--- config.mk ---
export PLATFORM = sky130hd
export DESIGN_NAME = klingon
export DESIGN_NICKNAME = d
export VERILOG_FILES = /design/src/rtl/klingon_pkg.sv /design/src/rtl/klingon_glyph_rom.sv /design/src/rtl/klingon.sv
export SDC_FILE = /design/constraint.sdc
export NUM_CORES = 1
export LEC_CHECK = 0
export CORE_AREA = 2 2 39 41
export CTS_CLUSTER_DIAMETER = 100
export DETAILED_ROUTE_END_ITERATION = 16
export DIE_AREA = 0 0 41 43
export MAX_ROUTING_LAYER = met4
export PLACE_DENSITY = 0.54
export SLEW_MARGIN = 20
export SYNTH_ARGS = -nofsm -noshare
export SYNTH_HDL_FRONTEND = slang
export SYNTH_HIERARCHICAL = 1
export SYNTH_SLANG_ARGS = --single-unit
export TNS_END_PERCENT = 5
--- constraint.sdc ---
create_clock -name clk -period 0.8 [get_ports clk]
set_input_delay 0.08 -clock clk [delete_from_list [all_inputs] [get_ports clk]]
set_output_delay 0.08 -clock clk [all_outputs]
set_load 0.01 [all_outputs]
--- src/rtl/klingon_pkg.sv ---
// klingon_pkg: shared types, glyph constants and the code-to-glyph lookup
// for the Klingon numeral seven-segment decoder.
// Segment order is {a,b,c,d,e,f,g} on bits 6..0, 1 = lit.
package klingon_pkg;

  typedef logic [6:0] seg_t;

  localparam seg_t GLYPH_0     = 7'b1000001;
  localparam seg_t GLYPH_1     = 7'b0000001;
  localparam seg_t GLYPH_2     = 7'b0001001;
  localparam seg_t GLYPH_3     = 7'b1001001;
  localparam seg_t GLYPH_4     = 7'b0110000;
  localparam seg_t GLYPH_5     = 7'b0110001;
  localparam seg_t GLYPH_6     = 7'b0111001;
  localparam seg_t GLYPH_7     = 7'b1111001;
  localparam seg_t GLYPH_8     = 7'b0000110;
  localparam seg_t GLYPH_9     = 7'b0000111;
  localparam seg_t GLYPH_ERR   = 7'b0110111;
  localparam seg_t GLYPH_BLANK = 7'b0000000;

  // Codes 10-15 are not Klingon digits and all share the error glyph.
  function automatic seg_t glyph_lookup(input logic [3:0] code);
    seg_t g;
    case (code)
      4'd0:    g = GLYPH_0;
      4'd1:    g = GLYPH_1;
      4'd2:    g = GLYPH_2;
      4'd3:    g = GLYPH_3;
      4'd4:    g = GLYPH_4;
      4'd5:    g = GLYPH_5;
      4'd6:    g = GLYPH_6;
      4'd7:    g = GLYPH_7;
      4'd8:    g = GLYPH_8;
      4'd9:    g = GLYPH_9;
      default: g = GLYPH_ERR;
    endcase
    return g;
  endfunction

endpackage

--- src/rtl/klingon_glyph_rom.sv ---
// klingon_glyph_rom: purely combinational 4-bit code to active-high glyph
// lookup; holds no state so it cannot remember anything between codes.
import klingon_pkg::*;

module klingon_glyph_rom (
  input  logic [3:0] in,
  output seg_t       seg
);

  // Straight table lookup through the shared package function.
  always_comb begin
    seg = glyph_lookup(in);
  end

endmodule

--- src/rtl/klingon.sv ---
// klingon: registered Klingon numeral seven-segment decoder, one clock of
// latency from in to out, blank on asynchronous active-low reset.
// Build option KLINGON_ACTIVE_LOW_EN: invert every segment for
// common-anode displays (the blank reset value becomes all ones).
import klingon_pkg::*;

module klingon (
  input  logic       clk,
  input  logic       rst_n,
  input  logic [3:0] in,
  output logic [6:0] out
);

`ifdef KLINGON_ACTIVE_LOW_EN
  localparam seg_t SEG_INVERT = 7'b1111111;
`else
  localparam seg_t SEG_INVERT = 7'b0000000;
`endif

  localparam seg_t RESET_VALUE = GLYPH_BLANK ^ SEG_INVERT;

  seg_t glyph;
  seg_t seg_next;

  klingon_glyph_rom u_rom (
    .in  (in),
    .seg (glyph)
  );

  // Apply the display polarity after lookup so the register holds pin levels.
  always_comb begin
    seg_next = glyph ^ SEG_INVERT;
  end

  // Single output register; reset blanks the digit without needing a clock.
  always_ff @(posedge clk or negedge rst_n) begin
    if (!rst_n) begin
      out <= RESET_VALUE;
    end else begin
      out <= seg_next;
    end
  end

endmodule

==> results of run 1 <==
## repair_timing
action	CTS	global route
pin swaps	2	1
endpoints found under the setup margin	8	8
gates resized for setup	31	5
## where the power goes
group	total [µW]	switching [µW]	internal [µW]
logic	108	48.2	59.9
clock network	296	107	189
registers	380	4.90	375
total	784	160	624
## worst max path at each step
stage | cells past startpoint | endpoint
5_1_grt | 1 | out[0]
6_report | 1 | out[1]
4_1_cts | 1 | out[2]
3_5_place_dp | 5 | out[6]$_DFF_PN0_
2_1_floorplan | 4 | out[6]$_DFF_PN0_
3_3_place_gp | 5 | out[6]$_DFF_PN0_
## layer usage
| metal | up-vias | share of wire | GRT usage |
|---|---|---|---|
| met5 | - | 0 | - |
| li1 | 92 | - | - |
| met4 | 0 | 0.020 | 0.120 |
| met2 | 13 | 0.42 | 0.0813 |
| met3 | 2 | 0.22 | 0.0209 |
| met1 | 76 | 0.34 | 0.0658 |
## placed cells by master, fill, tap and decap left out
master and instances:
sky130_fd_sc_hd__a21o_2 1, sky130_fd_sc_hd__a21oi_2 1, sky130_fd_sc_hd__buf_2 5, sky130_fd_sc_hd__buf_4 3, sky130_fd_sc_hd__buf_6 2, sky130_fd_sc_hd__clkbuf_1 1
sky130_fd_sc_hd__clkbuf_4 3, sky130_fd_sc_hd__clkdlybuf4s15_1 2, sky130_fd_sc_hd__clkdlybuf4s50_1 2, sky130_fd_sc_hd__dfrtp_1 7, sky130_fd_sc_hd__dlymetal6s2s_1 1, sky130_fd_sc_hd__ha_1 2
sky130_fd_sc_hd__inv_1 1, sky130_fd_sc_hd__inv_2 1, sky130_fd_sc_hd__nand2_1 2, sky130_fd_sc_hd__nor2_1 1, sky130_fd_sc_hd__or2_1 1, sky130_fd_sc_hd__xor2_1 1
## synthesized netlist by cell type
library cell,count
sky130_fd_sc_hd__dfrtp_1,7
sky130_fd_sc_hd__buf_4,3
sky130_fd_sc_hd__ha_1,2
sky130_fd_sc_hd__inv_1,2
sky130_fd_sc_hd__nand2_1,2
sky130_fd_sc_hd__a21o_2,1
sky130_fd_sc_hd__a21oi_2,1
sky130_fd_sc_hd__nor2_1,1
sky130_fd_sc_hd__or2_1,1
sky130_fd_sc_hd__xor2_1,1
## stage by stage
step / setup TNS, ps / instance area, µm² / instances
2_1_floorplan: 0 / 274 / 21
3_3_place_gp: -1780 / 414 / 49
3_5_place_dp: -1910 / 414 / 49
4_1_cts: -108 / 403 / 53
5_1_grt: -271 / 420 / 53
6_report: -11.0 / 420 / 53
## kinds of logic (layout without fill, tap and decap cells)
family | Yosys count | in the layout
flops | 7 | 7
buf+inv | 5 | 21
simple gates | 4 | 4
fa+ha+maj | 2 | 2
compound gates | 2 | 2
xor+xnor | 1 | 1
## area by class of cell
| cell class | count | area (µm²) |
|---|---|---|
| clock buffers | 4 | 26.3 |
| fillers | 148 | 963 |
| inverters | 2 | 7.51 |
| multi-input cells | 9 | 68.8 |
| flip-flops and latches | 7 | 175 |
| well taps | 16 | 20.0 |
| repair buffers | 15 | 123 |
==> Flow_metrics.wiki, run 1 <==
{| class="wikitable"
! Metric !! Value
|-
| Maximum number of buffers from clock root to sink || 2
|-
| Number of distinct standard cells referenced by the synthesized netlist || 10
|-
| TritonCTS Buffers || 3
|-
| Dominant cells by area after synthesis || sky130_fd_sc_hd__dfrtp_1 64%, sky130_fd_sc_hd__ha_1 9.1%, sky130_fd_sc_hd__buf_4 8.2%
|-
| Number of nets in the synthesized netlist || 29
|-
| Post-Syn Area || 274 µm²
|-
| Top delay family on crit path || flip-flops
|-
| Fraction of synthesized cell area taken by the top area cell type || 0.639
|-
| Final Power || 784 µW
|-
| Time the final worst path needs with I/O delays and setup || 807 ps
|-
| Die footprint || 1760 µm²
|-
| PnR worst setup slack || -7.00 ps
|-
| Total setup buffers inserted after CTS || 0
|-
| Max-slew headroom at the worst pin || 0.816
|-
| Worst path slowest cell || sky130_fd_sc_hd__dfrtp_1
|-
| Violated checks || negative setup slack
|-
| Total number of clock tree sinks || 7
|-
| Core region area || 1380 µm²
|-
| Final Cycle Share || 1.01
|-
| Area added between synthesis and finish || 53.4%
|-
| Result of the run || complete, but fails checks
|-
| Final worst hold slack || about 81 ps
|-
| Dominant combinational cell family by area after synthesis || buffers and inverters
|-
| Largest fanout on the critical path || 1
|-
| Number of buffers inserted by port buffering || 12
|-
| Nets@finish || 46
|-
| Gp weighted congestion || 0.642
|-
| Seq cells post-synth || 7
|-
| Portion of the post-synthesis area used by sequential elements || 0.639
|-
| Peak supply drop || 0.412 mV
|-
| Wire length of the first global-routing pass || 710 µm
|-
| Number of vias per cell || 3.45
|-
| Initial antenna violation count || 0
|-
| Initial drt markers || 0
|-
| First drt pass iteration count || 1
|-
| All-Layer GR Usage || 0.0705
|-
| Simple-gate area share of the yosys netlist || 0.0639
|-
| Number of flip-flops under the largest register name || 7
|-
| Initial standard-cell utilization of the core || 0.198
|-
| Sum of overflow across all layers after global routing || 0
|-
| Largest register by flop count || out
|-
| Instance count of the mapped netlist || 21
|-
| Clock-pin transition on the worst setup and hold timing paths || 50 ps
|-
| Detail Route Antenna Nets || 0
|-
| Required arrival time at the worst endpoint || ~700 ps
|-
| Worst endpoint data arrival time || 730 ps
|-
| Count of hold buffers inserted by post-cts repair || 0
|-
| Via count of the first global-routing pass || 184
|-
| Setup repair after global routing missed its margin || yes
|-
| Root Driver || sky130_fd_sc_hd__clkbuf_4
|-
| Buf+Inv Stages, Crit Path || 1
|-
| Fraction of the mapped netlist area in compound gates || 0.0639
|-
| DRT Wirelength || approximately 400 µm
|-
| Die height || about 43 µm
|-
| H-Tree Depth || 1
|-
| Yosys warning count || 6
|-
| Xor and xnor area share after synthesis || 0.0320
|-
| Crit path cell chain || buf_6
|-
| Biggest registers after layout || out: 7 flops
|-
| Category of the critical setup timing path || reg2out
|-
| Category of the worst setup path capture point || output port
|-
| Highest achievable clock rate || 1240 MHz
|-
| Share of cell area taken by muxes after synthesis || 0
|-
| Syn avg cell area || around 13 µm²
|-
| Stage delay of the slowest cell on the critical path || ~370 ps
|-
| Static Leakage || 0.000214 µW
|-
| Largest net degree at the start of global routing || 8
|-
| DR vias || approximately 180
|-
| Total inserted antenna cells || 0
|-
| Max-cap viol count || 0
|-
| Beginning of the critical path || out[1]$_DFF_PN0_
|-
| I/O pins || 13
|-
| Yosys top cell by area || sky130_fd_sc_hd__dfrtp_1
|-
| Final Hold Violating Endpoints || 0
|-
| Share of the core filled with cells in the final layout || 0.304
|-
| Cell Pwr Density || 1860 nW/µm²
|-
| Endpoints failing setup || 2
|-
| Average wire per standard cell || 7.62 µm
|-
| Worst min-delay path class || in2async
|-
| Post-Place Worst Slack || -518 ps
|-
| Critical Path Start Type || register
|-
| TritonCTS clock tree || built
|-
| Synth Area in Adders || 0.0913
|-
| DRC violations left || 0
|-
| Share of final-layout standard cells stronger than drive strength 1 || 0.432
|-
| Slew at the pin with the worst max-slew slack || 275 ps
|-
| Pins Over Slew Limit || 0
|-
| Horizontal die dimension || 41 µm
|-
| Cell Rows || 14
|}
Note: power is estimated with default switching activity, not from simulation.
==> run 2, diff against run 1 <==
--- a/config.mk
+++ b/config.mk
@@ -6,6 +6,7 @@
 export NUM_CORES = 1
 export LEC_CHECK = 0
 export CORE_AREA = 2 2 39 41
+export CTS_BUF_LIST = sky130_fd_sc_hd__clkbuf_16
 export CTS_CLUSTER_DIAMETER = 100
 export DETAILED_ROUTE_END_ITERATION = 16
 export DIE_AREA = 0 0 41 43
==> Flow_metrics.wiki, run 2 (synthesized netlist as in run 1, its figures left out) <==
{| class="wikitable"
! Metric !! Value
|-
| Result of the run || complete, no violations
|-
| Clock-pin transition on the worst setup and hold timing paths || around 30 ps
|-
| Largest net degree at the start of global routing || 8
|-
| Maximum number of buffers from clock root to sink || 2
|-
| Pins Over Slew Limit || 0
|-
| Total number of clock tree sinks || 7
|-
| Number of buffers inserted by port buffering || 12
|-
| TritonCTS Buffers || 3
|-
| P_sw || 222 µW
|-
| Clk pwr share || 0.626
|-
| Die height || 43 µm
|-
| Peak supply drop || about 0.64 mV
|-
| Root Driver || sky130_fd_sc_hd__clkbuf_16
|-
| DRC violations left || 0
|-
| Gp weighted congestion || 0.642
|-
| Category of the critical setup timing path || reg2out
|-
| Die footprint || 1760 µm²
|-
| Fraction of met3 tracks used by global routing || 0.0366
|-
| Setup TNS || 0 ps
|-
| Average wire per standard cell || 7.98 µm
|-
| Top delay family on crit path || flip-flops
|-
| Area used by sequential logic in the layout || 175 µm²
|-
| Max-cap viol count || 0
|-
| Most frequent standard cell in the layout excluding fill and tap cells || sky130_fd_sc_hd__dfrtp_1
|-
| Time the final worst path needs with I/O delays and setup || around 800 ps
|-
| Sequential cell fraction of total power || 0.292
|-
| Max-slew headroom at the worst pin || 0.816
|-
| Wire length of the first global-routing pass || 703 µm
|-
| Critical Path Start Type || register
|-
| Final Cycle Share || 0.987
|-
| Initial standard-cell utilization of the core || 0.198
|-
| Share of final-layout standard cells stronger than drive strength 1 || 0.459
|-
| DRT Wirelength || 423 µm
|-
| Endpoints failing setup || 0
|-
| Fillers || 143
|-
| Initial drt markers || 0
|-
| Combinational fraction of design power || 0.082
|-
| Final cell count without fillers || 53
|-
| H-Tree Depth || 1
|-
| Final Hold Violating Endpoints || 0
|-
| Worst endpoint data arrival time || 710 ps
|-
| Setup repair after global routing missed its margin || yes
|-
| Core region area || 1380 µm²
|-
| Met2 track demand over resource in global routing || 0.0813
|-
| Worst path slowest cell || sky130_fd_sc_hd__dfrtp_1
|-
| I/O pins || 13
|-
| Total inserted antenna cells || 0
|-
| All-Layer GR Usage || 0.0674
|-
| Total setup buffers inserted after CTS || 0
|-
| Cell Pwr Density || 2790 nW/µm²
|-
| First drt pass iteration count || 1
|-
| Footprint of the multi-input gates || 68.8 µm²
|-
| Crit path cell chain || buf_6
|-
| Buf+Inv Stages, Crit Path || 1
|-
| Nets@finish || 46
|-
| Via count of the first global-routing pass || 182
|-
| Initial antenna violation count || 0
|-
| Switching power share of the total || 0.170
|-
| P_int || 1080 µW
|-
| Met1 usage in global routing || 0.0658
|-
| Required arrival time at the worst endpoint || 720 ps
|-
| DR vias || 188
|-
| Detail Route Antenna Nets || 0
|-
| Cell Rows || 14
|-
| TritonCTS clock tree || built
|-
| Largest register by flop count || out
|-
| Area added between synthesis and finish || 70.8%
|-
| Post-Place Cells || 49
|-
| Slew at the pin with the worst max-slew slack || 275 ps
|-
| Largest fanout on the critical path || 1
|-
| Worst min-delay path class || in2async
|-
| Sum of overflow across all layers after global routing || 0
|-
| Highest achievable clock rate || roughly 1300 MHz
|-
| Number of vias per cell || 3.55
|-
| Most frequent cells in the layout || 7 x sky130_fd_sc_hd__dfrtp_1, 5 x sky130_fd_sc_hd__buf_2, 3 x sky130_fd_sc_hd__clkbuf_16, 3 x sky130_fd_sc_hd__buf_4
|-
| Stage delay of the slowest cell on the critical path || 360 ps
|-
| Number of flip-flops under the largest register name || 7
|-
| Most heavily used metal layer in global routing || met2
|-
| Biggest registers after layout || out: 7 flops
|-
| Category of the worst setup path capture point || output port
|-
| Static Leakage || 0.000241 µW
|-
| Horizontal die dimension || 41 µm
|}
## run 2: changes by cell type in the layout (fill, tap and decap cells not counted)
cell and change:
sky130_fd_sc_hd__clkbuf_4 -3, sky130_fd_sc_hd__clkbuf_16 +3, sky130_fd_sc_hd__clkbuf_1 -1, sky130_fd_sc_hd__inv_1 +1, sky130_fd_sc_hd__clkbuf_2 +1, sky130_fd_sc_hd__clkdlybuf4s15_1 -1
## run 2: area by class of cell
type	count	area share
Clock buffer	3	0.160
Clock inverter	1	0.00802
Inverter	2	0.0160
Multi-Input combinational cell	9	0.147
Sequential cell	7	0.374
Tap cell	16	0.0428
Timing Repair Buffer	15	0.251
## run 2: power groups by stage
stage / combinational, µW / clock, µW / sequential [µW]
floorplan: 32.8 / 0 / 397
global placement: 123 / 0 / 384
global route: 122 / 868 / 382
finish: 107 / 817 / 381
CTS: 106 / 830 / 380
detailed placement: 127 / 0 / 385
## run 2: path summary, 6_finish.rpt
path / slack [ps] / depth (start not counted) / end / startpoint
max: 10 / 1 / out[1] / out[1]$_DFF_PN0_
min: 100 / 1 / out[6]$_DFF_PN0_ / rst_n
max in group asynchronous: 490 / 1 / out[5]$_DFF_PN0_ / rst_n
min in group clk: 170 / 2 / out[4]$_DFF_PN0_ / in[2]
## run 2: per-layer routing
| layer | vias to the layer above | share of wire |
|---|---|---|
| li1 | 92 | - |
| met1 | 77 | 0.35 |
| met2 | 16 | 0.36 |
| met3 | 3 | 0.23 |
| met4 | 0 | 0.054 |
| met5 | - | 0 |
## run 2: stage by stage
stage	util	setup WS, ps	hold WS (ps)	instance area [µm²]	power [µW]
finish	0.338	10.3	97.0	468	1300
global route	0.338	-12.9	123	468	1370
CTS	0.331	9.40	101	458	1320
detailed placement	0.299	-518	338	414	512
global placement	0.299	-488	338	414	508
floorplan	-	34.2	-216	274	430
## run 2: what timing repair did
action | 4_1_cts | 5_1_grt
pin swaps | 2 | 1
hold buffers | 0 | 0
resized for setup | 33 | 4
gates cloned | 0 | 0
setup endpoints to repair | 8 | 7
==> run 3, diff against run 2 <==
==> constraint.sdc (replaced) <==
create_clock -name clk -period 1 [get_ports clk]
set_input_delay 0.1 -clock clk [delete_from_list [all_inputs] [get_ports clk]]
set_output_delay 0.1 -clock clk [all_outputs]
set_load 0.01 [all_outputs]
==> Flow_metrics.wiki, run 3 (synthesized netlist as in run 1, its figures left out) <==
{| class="wikitable"
! Metric !! Value
|-
| Result of the run || complete, no violations
|-
| Most heavily used metal layer in global routing || met4
|-
| Most frequent cells in the layout || 8 x sky130_fd_sc_hd__dlygate4sd2_1, 7 x sky130_fd_sc_hd__dfrtp_1, 3 x sky130_fd_sc_hd__clkbuf_16, 3 x sky130_fd_sc_hd__clkdlybuf4s50_1, 3 x sky130_fd_sc_hd__buf_4
|-
| Core region area || 1380 µm²
|-
| Buf+Inv Stages, Crit Path || 1
|-
| Largest net degree at the start of global routing || 8
|-
| Stage delay of the slowest cell on the critical path || 350 ps
|-
| DRC violations left || 0
|-
| Share of final-layout standard cells stronger than drive strength 1 || 0.243
|-
| H-Tree Depth || 1
|-
| Max-cap viol count || 0
|-
| Gp weighted congestion || 0.632
|-
| Detail Route Antenna Nets || 0
|-
| First drt pass iteration count || 2
|-
| Setup TNS || 0 ps
|-
| DR vias || 180
|-
| Top delay family on crit path || flip-flops
|-
| Sum of overflow across all layers after global routing || 0
|-
| Worst path slowest cell || sky130_fd_sc_hd__dfrtp_1
|-
| Time the final worst path needs with I/O delays and setup || around 950 ps
|-
| Number of flip-flops under the largest register name || 7
|-
| Pins Over Slew Limit || 0
|-
| Total number of clock tree sinks || 7
|-
| Critical Path Start Type || register
|-
| Area added between synthesis and finish || 77.2%
|-
| Required arrival time at the worst endpoint || 900 ps
|-
| Maximum number of buffers from clock root to sink || 2
|-
| Average wire per standard cell || 7.53 µm
|-
| Slew at the pin with the worst max-slew slack || about 280 ps
|-
| Total setup buffers inserted after CTS || 0
|-
| All-Layer GR Usage || 0.0621
|-
| Nets@finish || 46
|-
| Most frequent standard cell in the layout excluding fill and tap cells || sky130_fd_sc_hd__dlygate4sd2_1
|-
| PnR worst setup slack || 47.5 ps
|-
| Met1 usage in global routing || 0.0557
|-
| I/O pins || 13
|-
| Fraction of met3 tracks used by global routing || 0.0314
|-
| Total inserted antenna cells || 0
|-
| Wire length of the first global-routing pass || 641 µm
|-
| Largest register by flop count || out
|-
| Static Leakage || 0.000247 µW
|-
| Setup repair after global routing missed its margin || no
|-
| Initial drt markers || 6
|-
| Final Cycle Share || 0.952
|-
| Crit path cell chain || dlygate4sd2_1
|-
| Root Driver || sky130_fd_sc_hd__clkbuf_16
|-
| Post-Place Worst Slack || -329 ps
|-
| Initial antenna violation count || 0
|-
| Cell Pwr Density || 2160 nW/µm²
|-
| Via count of the first global-routing pass || 178
|-
| Worst endpoint data arrival time || between 800 and 900 ps
|-
| Max-slew headroom at the worst pin || 0.816
|-
| Met2 track demand over resource in global routing || 0.0781
|-
| Peak supply drop || approximately 0.50 mV
|-
| Category of the critical setup timing path || reg2out
|-
| Category of the worst setup path capture point || output port
|-
| Clock-pin transition on the worst setup and hold timing paths || 30 ps
|-
| Horizontal die dimension || 41 µm
|-
| Endpoints failing setup || 0
|-
| Die height || 43 µm
|-
| Cell Rows || 14
|-
| TritonCTS clock tree || built
|-
| Highest achievable clock rate || 1050 MHz
|-
| Number of vias per cell || 3.40
|-
| Final Hold Violating Endpoints || 0
|-
| Biggest registers after layout || out: 7 flops
|-
| Count of hold buffers inserted by post-cts repair || 0
|-
| Die footprint || between 1500 and 2000 µm²
|-
| DRT Wirelength || 399 µm
|-
| Final Power || ~1000 µW
|-
| TritonCTS Buffers || 3
|-
| Initial standard-cell utilization of the core || 0.198
|-
| Final worst hold slack || approximately 120 ps
|-
| Final HPWL DP || between 300 and 400 µm
|-
| Worst min-delay path class || in2async
|-
| Number of buffers inserted by port buffering || 12
|-
| Largest fanout on the critical path || 1
|}
## run 3: power by group
part,leakage [µW],internal [µW],switching (µW)
sequential,0.0000809,301,2.75
combinational,0.000123,47.8,38.0
clock,0.0000423,519,140
## run 3: cell type report
cell class / instances / area, µm²
fill: 136 / 898
sequential: 7 / 175
timing repair buffer: 15 / 135
clock buffer: 3 / 75.1
multi-input combinational: 9 / 68.8
tap: 16 / 20.0
inverter: 2 / 7.51
clock inverter: 1 / 3.75
## run 3: layer usage
metal,routed length [µm],vias up
met1,158,70
met5,0,-
met3,85,2
met4,17,0
li1,-,93
met2,137,15
## run 3: per-stage QoR
stage	cell area (µm²)	instances	util
6_report	485	53	0.351
3_5_place_dp	414	49	0.299
2_1_floorplan	274	21	-
4_1_cts	483	53	0.349
3_3_place_gp	414	49	0.299
5_1_grt	485	53	0.351
## run 3: how the worst max path moves through the flow
stage / startpoint / depth (start not counted) / slack (ps) / to
6_report: out[2]$_DFF_PN0_ / 1 / 50 / out[2]
2_1_floorplan: in[0] / 4 / 210 / out[6]$_DFF_PN0_
3_3_place_gp: in[0] / 5 / -310 / out[6]$_DFF_PN0_
3_5_place_dp: in[0] / 5 / -330 / out[6]$_DFF_PN0_
5_1_grt: out[2]$_DFF_PN0_ / 1 / 10 / out[2]
4_1_cts: in[1] / 5 / -80 / out[6]$_DFF_PN0_
## run 3: what timing repair did
| item | 4_1_cts | 5_1_grt |
|---|---|---|
| pin swaps | 0 | 0 |
| endpoints found under the setup margin | 8 | 1 |
| gates cloned | 0 | 0 |
| gates resized for setup | 8 | 2 |
==> patch: new RTL, config.mk and constraints of run 3 <==
Build with the macro `KLINGON_ACTIVE_LOW_EN` defined.
--- a/src/rtl/klingon.sv
+++ b/src/rtl/klingon.sv
@@ -2,6 +2,8 @@
 // latency from in to out, blank on asynchronous active-low reset.
 // Build option KLINGON_ACTIVE_LOW_EN: invert every segment for
 // common-anode displays (the blank reset value becomes all ones).
+`define KLINGON_ACTIVE_LOW_EN
+
 import klingon_pkg::*;
 
 module klingon (
Formal check against the unedited RTL: not equivalent (Yosys sat finds a counterexample within 4 cycles, from zero or initial values and one cycle with rst_n low).
==> patch against run 3 <==
Global-route usage grew 0.11 points. Area after synthesis grew 13%. Count of clock-buffer cells in the layout is the same. Hold slack gained 0.26 ns. Combinational power grew 7.8%. Sequential cell count is the same. Setup slack gained 0.010 ns. Routed wire length grew 7.8%. Maximum frequency grew 1.1%. Die area is the same. Power grew 0.53%. Final area grew 4.1%. Critical endpoint is now out[4]. Largest cell class unchanged. Largest power group unchanged.
==> patch: results (changes against run 3) <==
- The max-cap violation count came to 0 (unchanged).
- The wire length of the first global-routing pass came to 683 um (was 641 um).
- The number of synthesized register bits came to 7 (unchanged).
- The sequential cell area is 183.9 um^2 (was 175.2 um^2).
- The peak per-stage delay on the critical path came to 0.50 ns (was 0.35 ns).
- The post-layout minimum cycle time is 0.9425 ns (was 0.9525 ns).
- The most common flop cell mapped by yosys is dfstp_2 (was dfrtp_1).
- Ranking of synthesized cells by instance count: inv_1, dfstp_2, buf_4 (was dfrtp_1, buf_4, ha_1, inv_1, nand2_1).
- The switching power as a share of total power is 16.43% (was 17.23%).
- The maximum count of clock buffers along a single path was 2 (unchanged).
- The destination of the critical timing path is out[4] (was out[2]).
- The count of plain and timing-repair buffers is 17 (was 15).
- Run status: complete, no violations (unchanged).
- The weighted congestion reported at the end of routability-driven placement is 0.6936 (was 0.6319).
- The total global routing track utilization is 6.321% (was 6.211%).
- The number of buffers created by CTS came to 3 (unchanged).
- The worst voltage drop across the vdd grid was 0.4751 mV (was 0.4985 mV).
- The layout inverter count without the clock tree was 9 (was 2).
- The placed wire-length estimate is 349.1 um (was 313 um).
- The via density per instance came to 3.258 (was 3.396).
- The reported leakage power came to 0.2709 nW (was 0.2465 nW).
- For the worst setup path, the data arrival time is 0.84 ns.
- The share of the yosys chip area belonging to registers was 59.51% (was 63.93%).
- The remaining max-slew budget at the tightest pin is 80.88% (was 81.58%).
- The filler cell count in the final layout came to 161 (was 136).
- The xor/xnor cell area share of the yosys netlist is 2.834% (was 3.196%).
- Cell types occupying the most area after synthesis: dfstp_2, inv_1, ha_1 (was dfrtp_1, ha_1, buf_4).
- The worst slack at placement was -0.3858 ns (was -0.3286 ns).
- The met2 usage in global routing is 9.375% (was 7.813%).
- The synthesized net count is 36 (was 29).
- The number of iterations in the first detailed-routing pass came to 1 (was 2).
- The number of warnings printed during yosys synthesis came to 6 (unchanged).
- The met1 layer usage reported by global route is 5.263% (was 5.574%).
- The compound-gate portion of the synthesized area is 5.668% (was 6.393%).
- The worst-case hold slack is 0.3716 ns (was 0.1153 ns).
- The adder-cell area share of the yosys netlist is 8.097% (was 9.132%).
- The buffering overhead came to 23.76% (was 27.84%).
- The worst setup path startpoint is out[4] (was out[2]).
- The clock buffer and inverter area fraction after layout was 15.59% (was 16.24%).
- The net count reported at finish is 55 (was 46).
- The number of synthesized flops with an enable pin is 0 (unchanged).
- The class of the worst hold path is input port to flop (was input port to async pin).
- The number of multi-input logic gates came to 9 (unchanged).
- The average wire per standard cell is 6.935 um (was 7.528 um).
- The proportion of register bits with asynchronous set or reset after synthesis came to 100.0% (unchanged).
- The fraction of layout cells with a size suffix above 1 is 52.17% (was 24.32%).
- The routing usage on met3 is 1.571% (was 3.141%).
- The critical path's slowest cell is dfstp_2 (was dfrtp_1).
- The via count of the first global-routing pass is 190 (was 178).
- The critical path's top delay family is flip-flops (unchanged).
- The total placed instance area was 464.2 um^2 (was 414.1 um^2).
- The initial DRC count is 0 (was 6).
[patch: through the flow]
stage          utilization (%)  setup TNS (ns)  instances  total power (W)
3_5_place_dp             33.54          -1.196         58        0.0004317
5_1_grt                  36.53               0         62         0.001100
3_3_place_gp             33.54          -1.176         58        0.0004305
6_report                 36.53               0         62         0.001053
4_1_cts                  36.98        -0.04218         62         0.001071
2_1_floorplan                -               0         28        0.0003615
[patch: power by group through the flow]
stage	Sequential, W	Clock (W)	Combinational, W
after global placement	0.000319	0	0.000112
after detailed placement	0.000319	0	0.000113
after CTS	0.000316	0.000659	0.0000964
final	0.000315	0.000645	0.0000925
after global routing	0.000317	0.000677	0.000106
after floorplan	0.000329	0	0.0000320
[patch: timing repair]
item / CTS / global route
setup buffers: 0 / 0
pin swaps: 2 / 0
setup endpoints to repair: 8 / 1
gates resized for setup: 29 / 1
[patch: metal layers]
layer / share of wire (%) / routed length, um
met1: 41 / 176
met2: 50 / 217
met3: 8.4 / 36
met4: 0 / 0
met5: 0 / 0
